$ cat src/rtl/norm_pkg.sv
// Shared types and constants for the two-pass L1 normalization sequencer.
// The row address width is derived from the depth of the norm row-sum FIFO.
package norm_pkg;

    localparam int NORM_FIFO_DEPTH = 16;
    localparam int ROW_AW          = $clog2(NORM_FIFO_DEPTH);

    typedef enum logic [2:0] {
        IDLE,
        ACC,
        GAP,
        SYNC,
        DIV,
        DRAIN
    } state_t;

    // A job must hold at least one row and no more rows than the FIFO can hold.
    function automatic logic rows_legal(input int n, input int aw);
        return (n >= 1) && (n <= (1 << aw));
    endfunction

endpackage

$ cat src/rtl/norm_dly_line.sv
// Fixed-length shift register with synchronous reset to zero.
// It keeps the read strobes and addresses aligned with the psum memory latency.
module norm_dly_line #(
    parameter int WIDTH = 1,
    parameter int DEPTH = 1
) (
    input  logic             clk,
    input  logic             reset,
    input  logic [WIDTH-1:0] din,
    output logic [WIDTH-1:0] dout
);

    logic [DEPTH-1:0][WIDTH-1:0] stage_q;
    logic [DEPTH-1:0][WIDTH-1:0] stage_d;

    always_comb begin
        stage_d    = stage_q;
        stage_d[0] = din;
        for (int i = 1; i < DEPTH; i++) begin
            stage_d[i] = stage_q[i-1];
        end
    end

    always_ff @(posedge clk) begin
        if (reset) begin
            stage_q <= '0;
        end else begin
            stage_q <= stage_d;
        end
    end

    assign dout = stage_q[DEPTH-1];

endmodule

$ cat src/rtl/norm_seq_ctrl.sv
// Two-pass (accumulate, then divide) sequencer for the norm unit behind the psum memory.
// Define NORM_PEER_SYNC_EN to add a barrier with the peer core between the two passes.
module norm_seq_ctrl #(
    parameter int ROW_AW  = norm_pkg::ROW_AW,
    parameter int RD_LAT  = 1,
    parameter int GAP_CYC = 2
) (
    input  logic              clk,
    input  logic              reset,
    input  logic              start,
    input  logic [ROW_AW:0]   num_rows,
    output logic              pmem_rd,
    output logic [ROW_AW-1:0] pmem_addr,
    output logic              acc,
    output logic              div,
    output logic              omem_wr,
    output logic [ROW_AW-1:0] omem_addr,
    output logic              busy,
    output logic              done,
    output logic              err
`ifdef NORM_PEER_SYNC_EN
    ,
    output logic              peer_rdy_o,
    input  logic              peer_rdy_i
`endif
);

    import norm_pkg::*;

    // GAP covers the acc pipeline drain plus the FIFO settle time.
    localparam int GAP_LEN = RD_LAT + GAP_CYC;
    localparam int GAP_W   = (GAP_LEN > 1) ? $clog2(GAP_LEN) : 1;
    localparam logic [GAP_W-1:0] GAP_LAST = GAP_W'(GAP_LEN - 1);
    localparam int WR_W    = ROW_AW + 2;

    state_t              state_q, state_d;
    logic [ROW_AW:0]     n_q, n_d;
    logic [ROW_AW:0]     cnt_q, cnt_d;
    logic [ROW_AW:0]     cnt_inc;
    logic [GAP_W-1:0]    gap_q, gap_d;
    logic                err_q, err_d;
    logic                acc_rd_q, acc_rd_d;
    logic                div_rd_q, div_rd_d;
    logic                div_last_q, div_last_d;
    logic [ROW_AW-1:0]   addr_q, addr_d;
    logic [ROW_AW-1:0]   wr_addr_src;
    logic [WR_W-1:0]     wr_din;
    logic [WR_W-1:0]     wr_dout;

    // The row counter is one bit wider than the address so a full 2**ROW_AW job compares cleanly.
    assign cnt_inc = cnt_q + (ROW_AW+1)'(1);

    always_comb begin
        state_d    = state_q;
        n_d        = n_q;
        cnt_d      = cnt_q;
        gap_d      = gap_q;
        err_d      = err_q;
        acc_rd_d   = 1'b0;
        div_rd_d   = 1'b0;
        div_last_d = 1'b0;
        addr_d     = '0;
        case (state_q)
            IDLE: begin
                cnt_d = '0;
                gap_d = '0;
                if (start) begin
                    if (rows_legal(int'(num_rows), ROW_AW)) begin
                        n_d     = num_rows;
                        state_d = ACC;
                    end else begin
                        err_d = 1'b1;
                    end
                end
            end
            ACC: begin
                acc_rd_d = 1'b1;
                addr_d   = cnt_q[ROW_AW-1:0];
                if (cnt_inc == n_q) begin
                    cnt_d   = '0;
                    state_d = GAP;
                end else begin
                    cnt_d = cnt_inc;
                end
            end
            GAP: begin
                if (gap_q == GAP_LAST) begin
                    gap_d = '0;
`ifdef NORM_PEER_SYNC_EN
                    state_d = SYNC;
`else
                    state_d = DIV;
`endif
                end else begin
                    gap_d = gap_q + GAP_W'(1);
                end
            end
            SYNC: begin
`ifdef NORM_PEER_SYNC_EN
                if (peer_rdy_i) begin
                    state_d = DIV;
                end
`else
                state_d = DIV;
`endif
            end
            DIV: begin
                div_rd_d = 1'b1;
                addr_d   = cnt_q[ROW_AW-1:0];
                if (cnt_inc == n_q) begin
                    div_last_d = 1'b1;
                    cnt_d      = '0;
                    state_d    = DRAIN;
                end else begin
                    cnt_d = cnt_inc;
                end
            end
            DRAIN: begin
                if (done) begin
                    state_d = IDLE;
                end
            end
            default: state_d = IDLE;
        endcase
    end

    always_ff @(posedge clk) begin
        if (reset) begin
            state_q    <= IDLE;
            n_q        <= '0;
            cnt_q      <= '0;
            gap_q      <= '0;
            err_q      <= 1'b0;
            acc_rd_q   <= 1'b0;
            div_rd_q   <= 1'b0;
            div_last_q <= 1'b0;
            addr_q     <= '0;
        end else begin
            state_q    <= state_d;
            n_q        <= n_d;
            cnt_q      <= cnt_d;
            gap_q      <= gap_d;
            err_q      <= err_d;
            acc_rd_q   <= acc_rd_d;
            div_rd_q   <= div_rd_d;
            div_last_q <= div_last_d;
            addr_q     <= addr_d;
        end
    end

    norm_dly_line #(.WIDTH(1), .DEPTH(RD_LAT)) u_acc_dly (
        .clk   (clk),
        .reset (reset),
        .din   (acc_rd_q),
        .dout  (acc)
    );

    norm_dly_line #(.WIDTH(1), .DEPTH(RD_LAT)) u_div_dly (
        .clk   (clk),
        .reset (reset),
        .din   (div_rd_q),
        .dout  (div)
    );

    // norm registers its result once more, so the write side trails the reads by RD_LAT+1.
    assign wr_addr_src = div_rd_q ? addr_q : '0;
    assign wr_din      = {div_last_q, wr_addr_src, div_rd_q};

    norm_dly_line #(.WIDTH(WR_W), .DEPTH(RD_LAT + 1)) u_wr_dly (
        .clk   (clk),
        .reset (reset),
        .din   (wr_din),
        .dout  (wr_dout)
    );

    assign {done, omem_addr, omem_wr} = wr_dout;
    assign pmem_rd   = acc_rd_q | div_rd_q;
    assign pmem_addr = addr_q;
    assign busy      = (state_q != IDLE);
    assign err       = err_q;

`ifdef NORM_PEER_SYNC_EN
    assign peer_rdy_o = (state_q == SYNC);
`endif

endmodule

$ cat config.mk
export PLATFORM = sky130hd
export DESIGN_NAME = norm_seq_ctrl
export DESIGN_NICKNAME = d
export VERILOG_FILES = /design/src/rtl/norm_pkg.sv /design/src/rtl/norm_dly_line.sv /design/src/rtl/norm_seq_ctrl.sv
export SDC_FILE = /design/constraint.sdc
export NUM_CORES = 1
export LEC_CHECK = 0
export CORE_ASPECT_RATIO = 1.75
export CORE_MARGIN = 2
export CORE_UTILIZATION = 51
export DETAILED_ROUTE_END_ITERATION = 8
export HOLD_SLACK_MARGIN = 0.08
export MAX_ROUTING_LAYER = met4
export PLACE_DENSITY = 0.77
export SLEW_MARGIN = 20
export SYNTH_ARGS = -nofsm -noshare
export SYNTH_HDL_FRONTEND = slang
export SYNTH_SLANG_ARGS = --single-unit
export TNS_END_PERCENT = 20
$ cat constraint.sdc
create_clock -name clk -period 2.1 [get_ports clk]
set_input_delay 0.525 -clock clk [delete_from_list [all_inputs] [get_ports clk]]
set_output_delay 0.525 -clock clk [all_outputs]
set_load 0.01 [all_outputs]
Yosys cells after proc, flatten, opt, wreduce, memory -nomap -nowiden
Index checks and enable logic that the tools add are counted.
{ "word_totals": {"inputBits": 8, "elab_cells": 62, "register_bits": 37} }
{ "op_classes": {"add_sub_neg": 2, "reduce_logical": 12, "eq_ne": 13, "muxes": 14, "bitwise_logic": 5, "magnitude_cmp": 2} }
{ "ops": {"columns": ["operator", "n"], "rows": [
  ["3-bit 2-to-1 mux", 6],
  ["3-bit one-hot mux with 6 select lines", 1],
  ["2-bit inequality test, second input constant", 5],
  ["5-bit one-hot mux with 2 select lines", 1],
  ["2-bit OR reduction", 4],
  ["3-bit by 2-bit equality test with 1-bit output, second input constant", 2],
  ["3-bit equality test, second input constant", 2],
  ["3-bit AND reduction", 2],
  ["6-bit AND reduction", 1],
  ["5-bit by 1-bit adder with 5-bit output, second input constant", 1],
  ["5-bit equality test", 1],
  ["5-bit by 1-bit >= comparator with 1-bit output, second input constant", 1],
  ["5-bit less-or-equal comparator, second input constant", 1],
  ["5-bit 2-to-1 mux", 1],
  ["1-bit inverter", 4],
  ["2-bit one-hot mux with 2 select lines", 1],
  ["2-bit nonzero test", 2],
  ["3-bit by 1-bit equality test with 1-bit output, second input constant", 1],
  ["3-bit zero test", 1],
  ["1-bit 2-to-1 mux", 3],
  ["3-bit nonzero test", 1],
  ["2-bit by 1-bit adder with 2-bit output, second input constant", 1],
  ["2-bit equality test, second input constant", 1],
  ["2-bit 2-to-1 mux", 1],
  ["3 further kinds", 3]
]} }

Longest topological paths before layout
Gate-level depths: netlist (run 1).
{ "logic_depth": {"word_depth": 5, "mapped_depth": 7, "depth_no_buf": 6} }

Modules after synthesis
From an unflattened synthesis (run 1), not the netlist that was laid out.
{ "hier_totals": {"cells_unflattened": 155, "area_unflattened_um2": 1554.0} }
{ "modules_own_cells": {"columns": ["module", "cells_each", "instances", "area_per_inst_um2", "seq_area_each_um2"], "rows": [
  ["norm_seq_ctrl", 126, 1, 1119.8, 460.4],
  ["norm_dly_line (u_wr_dly)", 25, 1, 366.6, 240.2],
  ["norm_dly_line (u_acc_dly ...)", 2, 2, 33.8, 20.0]
]} }

Worst setup path before layout (run 1)
Ideal clock, no wire load.
{ "synth_path": {"kind": "register to register", "from": "register cnt_q[0]", "to": "register state_q[0]", "synth_period_minus_slack_ns": 1.639, "stages_incl_launch_ff": 7, "required_time_ns": 1.973, "setup_ns": 0.127, "path_buffers": 0, "arrival_ns": 1.512, "slack_ns": 0.461, "cell_sequence": "dfxtp_1 ha_1 xor2_1 xnor2_1 nand4_1 nor4b_1 or3_1"} }
{ "synth_between": {"elab_chain_len": 4, "elab_cells_between_ends": 5, "cone_classes": "add/sub (1); eq/ne (3); reduce/logical (1)"} }
{ "synth_rtl": {"columns": ["item", "line_no", "text"], "rows": [
  ["from (decl)", "norm_seq_ctrl.sv:38", "logic [ROW_AW:0] cnt_q, cnt_d;"],
  ["from (signal assigned)", "norm_seq_ctrl.sv:141", "cnt_q <= cnt_d;"],
  ["5-bit by 1-bit adder with 5-bit output *", "norm_seq_ctrl.sv:51", "assign cnt_inc = cnt_q + (ROW_AW+1)'(1);"],
  ["5-bit equality test *", "norm_seq_ctrl.sv:79, norm_seq_ctrl.sv:110", null],
  ["2-bit inequality test (no source line)", null, null],
  ["6-bit AND reduction (no source line) *", null, null],
  ["to (signal assigned)", "norm_seq_ctrl.sv:139", "state_q <= state_d;"],
  ["to (decl)", "norm_seq_ctrl.sv:36", "state_t state_q, state_d;"]
]} }
Mark *: on every way between the ends. The rest lies on a longest branch, timed or not.
A chain may end at the register's enable or synchronous reset.

Worst setup path in the final report (run 1)
{ "layout_path": {"from": "register state_q[1]", "to": "output port busy"} }
{ "layout_between": {"elab_chain_len": 1} }
{ "layout_rtl": {"columns": ["item", "line_no", "text"], "rows": [
  ["3-bit nonzero test", "norm_seq_ctrl.sv:179", "assign busy = (state_q != IDLE);"],
  ["to (decl)", "norm_seq_ctrl.sv:18", "output logic busy,"]
]} }
Every way passes these cells.

==> results of run 1 <==
## worst register-to-register path, delay by kind of cell, from the launching register on
family	cells	cell delay, ps
adder cells (fa/ha/maj)	1	290
flip-flops	1	440
AND/OR/NAND/NOR	4	880
XOR/XNOR	1	190
## metrics by stage
stage | setup slack (ps) | cells
floorplan | 460.6 | 144
global placement | -62.90 | 193
detailed placement | -119.0 | 193
CTS | 25.37 | 200
global route | 7.451 | 200
finish | 85.26 | 200
## flip-flops by register name, indices dropped and copies added, names as in the netlist
signal            count
acc_rd_q              1
pmem_addr             4
state_q               3
err                   1
div_rd_q              1
cnt_q                 5
u_acc_dly.dout        1
div_last_q            1
n_q                   5
u_wr_dly.dout         6
gap_q                 2
u_wr_dly.stage_d      6
## layer usage
layer | vias up | routed length [um]
li1 | 543 | -
met1 | 497 | 978
met2 | 37 | 1411
met3 | 4 | 128
met4 | 0 | 18
met5 | - | 0
## worst min path at each step
stage | from | endpoint | depth (start not counted)
final | u_wr_dly.stage_d[11] | u_wr_dly.dout[5] | 1
after global routing | u_wr_dly.stage_d[8] | u_wr_dly.dout[2] | 1
after CTS | u_wr_dly.stage_d[11] | u_wr_dly.dout[5] | 1
after detailed placement | u_wr_dly.stage_d[11] | u_wr_dly.dout[5] | 1
after global placement | u_wr_dly.stage_d[7] | u_wr_dly.dout[1] | 1
after floorplan | u_wr_dly.stage_d[7] | u_wr_dly.dout[1] | 1
## kinds of logic (layout without fill, tap and decap cells)
group                    count (synthesis)  in the layout  synth area share (%)
buffers and inverters                   10             39                 3.680
multiplexers                             5              5                 3.591
adder cells (fa/ha/maj)                  1              1                0.8975
flip-flops                              36             36                 51.71
XOR/XNOR                                10             10                 6.284
AO/OA/AOI/OAI                           14             14                 6.194
AND/OR/NAND/NOR                         68             68                 27.65
## power by group
group	leakage (nW)	internal, mW	switching (mW)
logic	0.348	0.103	0.117
clock network	0.0503	0.292	0.214
registers	0.291	0.705	0.0180
total	0.689	1.10	0.348
## cell usage in the layout (no fill, tap or decap), drive strengths merged
cell type | synthesis | layout
dfxtp | 36 | 36
clkdlybuf4s50 | 0 | 22
nor2 | 16 | 16
nor2b | 10 | 10
xnor2 | 8 | 8
and2 | 8 | 8
nand2 | 7 | 7
clkbuf | 4 | 7
buf | 3 | 7
nand3 | 6 | 6
a21oi | 6 | 6
mux2i | 5 | 5
a31oi | 4 | 4
nand4 | 3 | 3
nand3b | 3 | 3
nand4b | 3 | 3
inv | 3 | 3
xor2 | 2 | 2
nand2b | 2 | 2
nor3b | 2 | 2
o21ai | 2 | 2
or2 | 2 | 2
nor4 | 2 | 2
nor3 | 2 | 2
o32ai | 1 | 1
nor4b | 1 | 1
or3 | 1 | 1
o31a | 1 | 1
ha | 1 | 1
## cell type report
| type | instances | share of cell area (%) |
|---|---|---|
| clock buffer | 7 | 5.469 |
| inverter | 3 | 0.6392 |
| multi-input combinational | 98 | 35.58 |
| sequential | 36 | 40.91 |
| tap | 27 | 1.918 |
| timing repair buffer | 29 | 15.48 |
## repair_timing
action                                 4_1_cts  5_1_grt
endpoints found under the hold margin        0        0
gates resized for setup                      0        1
setup endpoints to repair                    0        1
==> flow_metrics.env, run 1 <==
export IMPL_ff2ff_setup_slack_ps=180
export IMPL_wl_mm=2.536
export IMPL_cp_startpoint="state_q[1]"
export IMPL_drive_gt1_share_pct=10.98
export IMPL_synthDistinctLibCells=35
export IMPL_slew_headroom_pct=56.91
export IMPL_crit_slowest_cell="clkdlybuf4s50_1"
export IMPL_ios=23
export IMPL_postCtsSetupBuffers=0
export IMPL_multi_input_area_um2=626.9
export IMPL_grt_pass1_wl_mm=4.353
export IMPL_met2_usage_pct=32.84
export IMPL_layout_nets=182
export IMPL_grt_max_degree=25
export IMPL_setup_violations=0
export IMPL_avgRoutedWirePerCell_um=12.68
export IMPL_clock_latency_ps=280
export IMPL_rr_endpoint="state_q[0]"
export IMPL_crit_path_end="busy"
export IMPL_critPathArrivalTime_ps=1490
export IMPL_antenna_found_initial=0
export IMPL_synthFlopType="dfxtp_1"
export IMPL_synth_top_cells_by_count="dfxtp_1, nor2_1, nor2b_1"
export IMPL_cts_root_buf="clkbuf_8"
export IMPL_cts_made_buffers=5
export IMPL_rsz0062_at_grt="no"
export IMPL_finalMaxSlewViolations=0
export IMPL_finalCritPeriodShare_pct=95.94
export IMPL_clock_skew_ps=3.933
export IMPL_via_per_inst=5.405
export IMPL_status="finished clean"
export IMPL_track_usage_pct=19.35
export IMPL_p_leak_nw=0.6894
export IMPL_grt_busiest_layer="met2"
export IMPL_synth_area_top_cells="dfxtp_1, xnor2_1, nor2b_1"
export IMPL_die_h_um=73.16
export IMPL_worst_pin_slew_ps=644.0
export IMPL_htree_levels=2
export IMPL_synth_edff_count=0
export IMPL_p_total_mw=1.448
export IMPL_crit_buf_inv=2
export IMPL_rows=25
export IMPL_dr_total_vias=1081
export IMPL_drt_iter0_drc=20
export IMPL_r2r_cells=6
export IMPL_synthArstFlopShare_pct=0
export IMPL_stdcell_area_um2=1762
export IMPL_max_cap_violations=0
export IMPL_coreArea_um2=2659
export IMPL_firstDrtPassIters=4
export IMPL_fin_tns_setup_ps=0
export IMPL_met3_usage_pct=7.673
export IMPL_clkTransAtPathRegs_ps=60
export IMPL_syn_inst=144
export IMPL_clockBufferDepth=2
export IMPL_critical_path_cell_chain="nor3_2, inv_1, clkdlybuf4s50_1"
export IMPL_synth_top_area_share_pct=51.71
export IMPL_fmax_ghz=0.4963
export IMPL_syn_avg_cell_area_um2=9.679
export IMPL_dp_hpwl_mm=1.844
export IMPL_grt_pass1_vias=1060
export IMPL_drc=0
export IMPL_synth_top_cell_by_area="dfxtp_1"
export IMPL_initial_core_util_pct=52.42
export IMPL_crit_path_start_kind="register"
export IMPL_hold_slack_ps=436.7
export IMPL_area_growth_pct=26.39
export IMPL_reg2reg_from="cnt_q[0]"
export IMPL_hold_buffers=0
export IMPL_hold_violations=0
export IMPL_ys_warn_count=0
export IMPL_yosysSeqAreaShare_pct=51.71
export IMPL_clock_sinks=36
export IMPL_slowest_delay_ps=540
export IMPL_drtAntennaViolNets=0
export IMPL_cts_tree="built"
export IMPL_crit_cells=3
export IMPL_netlist_area_um2=1394
export IMPL_diodes=0
export IMPL_required_ps=1570
export IMPL_num_fill_cells=212
export IMPL_cp_max_fo=9
export IMPL_powerDensity_nw_per_um2=821.7
export IMPL_die_area_um2=3184
export IMPL_seq_area_um2=720.7
export IMPL_peakVddDrop_mv=0.6520
export IMPL_critical_path_top_delay_family="buffers and inverters"
export IMPL_fp_dieW_um=43.52
export IMPL_min_period_ps=2015
export IMPL_numPortBuffers=22
export IMPL_crit_path_end_kind="primary output"
export IMPL_syn_nets=153
export IMPL_gp_congestion=0.8964
export IMPL_met1_usage_pct=18.15
export IMPL_placed_area_um2=1660
export IMPL_synth_most_common_cell="dfxtp_1"
export IMPL_path_class="register to primary output"
export IMPL_worstHoldPathType="register to register"
export IMPL_fin_util_pct=66.26
export IMPL_overflow=0
export IMPL_ys_ff_latch=36
Power figures use the tool's default switching activity.
==> inputs of run 2 (changes only) <==
Settings changed: GPL_TIMING_DRIVEN set to 0.
==> run 2 against run 1 <==
  * Combinational power barely moved
  * Die area unchanged
  * Critical path depth grew 3
  * Wire length increased by 2.9%
  * Worst setup slack improved by 92 ps
  * Fmax rose by 4.8%
  * Critical endpoint is now state_q[0]
  * Largest cell class unchanged
  * Largest power group unchanged
  * Highest routed layer unchanged
==> flow_metrics.env, run 2 (synthesis gave the netlist of run 1 again) <==
export IMPL_min_from="u_wr_dly.stage_d[9]"
export IMPL_crit_path_end_kind="register"
export IMPL_cp_startpoint="num_rows[3]"
export IMPL_layout_common_cells="dfxtp_1, clkdlybuf4s50_1, nor2_1"
export IMPL_initial_core_util_pct=52.42
export IMPL_clockBufferDepth=2
export IMPL_r2r_cells=6
export IMPL_gp_congestion=0.8985
export IMPL_overflow=0
export IMPL_hold_slack_ps=440.5
export IMPL_path_class="input pin to register"
export IMPL_met3_usage_pct=6.931
export IMPL_ios=23
export IMPL_rr_endpoint="state_q[0]"
export IMPL_p_total_mw=1.390
export IMPL_grt_pass1_wl_mm=4.567
export IMPL_met2_usage_pct=32.67
export IMPL_worst_pin_slew_ps=612.4
export IMPL_min_period_ps=1922
export IMPL_crit_path_start_kind="input pin"
export IMPL_critPathArrivalTime_ps=2090
export IMPL_cp_max_fo=3
export IMPL_rows=25
export IMPL_peakVddDrop_mv=0.5191
export IMPL_drt_iter0_drc=32
export IMPL_slew_headroom_pct=59.02
export IMPL_fp_dieW_um=43.52
export IMPL_wl_mm=2.610
export IMPL_hold_violations=0
export IMPL_grt_busiest_layer="met2"
export IMPL_max_cap_violations=0
export IMPL_drtAntennaViolNets=0
export IMPL_clock_skew_ps=4.813
export IMPL_htree_levels=2
export IMPL_finalCritPeriodShare_pct=91.54
export IMPL_drc=0
export IMPL_area_growth_pct=25.04
export IMPL_cts_root_buf="clkbuf_8"
export IMPL_coreArea_um2=2659
export IMPL_dp_hpwl_mm=1.909
export IMPL_fin_ws_ps=177.6
export IMPL_fin_util_pct=65.55
export IMPL_track_usage_pct=20.13
export IMPL_avgRoutedWirePerCell_um=13.05
export IMPL_grt_max_degree=11
export IMPL_setup_violations=0
export IMPL_crit_path_end="state_q[0]"
export IMPL_finalMaxSlewViolations=0
export IMPL_clock_latency_ps=280
export IMPL_antenna_found_initial=0
export IMPL_fin_tns_setup_ps=0
export IMPL_rsz0062_at_grt="no"
export IMPL_die_h_um=73.16
export IMPL_grt_pass1_vias=1057
export IMPL_met1_usage_pct=20.38
export IMPL_worstHoldPathType="register to register"
export IMPL_final_common_cell="dfxtp_1"
export IMPL_powerDensity_nw_per_um2=797.7
export IMPL_clock_sinks=36
export IMPL_die_area_um2=3184
export IMPL_ff2ff_setup_slack_ps=180
export IMPL_clkTransAtPathRegs_ps=60
export IMPL_preCtsSetupSlack_ps=-147.5
export IMPL_numPortBuffers=22
export IMPL_cts_made_buffers=5
export IMPL_drive_gt1_share_pct=9.249
export IMPL_fmax_ghz=0.5202
export IMPL_dr_total_vias=1102
export IMPL_cts_tree="built"
export IMPL_via_per_inst=5.510
export IMPL_firstDrtPassIters=4
export IMPL_num_fill_cells=223
export IMPL_required_ps=2270
export IMPL_status="finished clean"
export IMPL_reg2reg_from="cnt_q[0]"
export IMPL_p_leak_nw=0.6901
export IMPL_diodes=0
export IMPL_layout_nets=182
## run 2: worst min-delay path by stage
stage                       endpoint  depth (start not counted)
CTS                 u_wr_dly.dout[3]                          1
floorplan           u_wr_dly.dout[1]                          1
global placement    u_wr_dly.dout[2]                          1
detailed placement  u_wr_dly.dout[3]                          1
global route        u_wr_dly.dout[5]                          1
finish              u_wr_dly.dout[3]                          1
## run 2: layer usage
layer | vias up | part of all wire, %
met5 | - | 0
li1 | 546 | -
met4 | 0 | 2.5
met3 | 6 | 5.4
met1 | 509 | 39
met2 | 41 | 53
## run 2: worst max-delay path, stage by stage
cell and delay, ps:
clkdlybuf4s50_1 440, nor4_2 330, xnor2_1 180, a21oi_2 190
nor4b_1 60, or3_1 370
## run 2: what timing repair did
action                                  in CTS  in global routing
gates cloned                                 0                  0
pin swaps                                    1                  0
setup buffers                                1                  0
endpoints found under the setup margin       1                  1
resized for setup                            2                  1
hold buffers                                 0                  0
## run 2: power by group
group	switching, mW	total [mW]	leakage, nW	internal, mW
Combinational	0.118	0.218	0.358	0.100
Clock	0.225	0.450	0.0410	0.225
Sequential	0.0171	0.722	0.291	0.705
Total	0.360	1.39	0.690	1.03
## run 2: layout make-up
type                    instances  area (um2)  share of cell area [%]
plain buffers                   6       36.28                   2.082
clock buffers                   6       72.57                   4.164
clock inverters                 1       5.005                  0.2872
inverters                       3       11.26                  0.6461
multi-input cells              98       633.1                   36.32
flip-flops and latches         36       720.7                   41.35
well taps                      27       33.78                   1.938
repair buffers                 23       230.2                   13.21
## run 2: metrics by stage
step / cells / area, um2
final: 200 / 1743
after global routing: 200 / 1743
after CTS: 200 / 1740
after detailed placement: 193 / 1648
after global placement: 193 / 1648
after floorplan: 144 / 1394
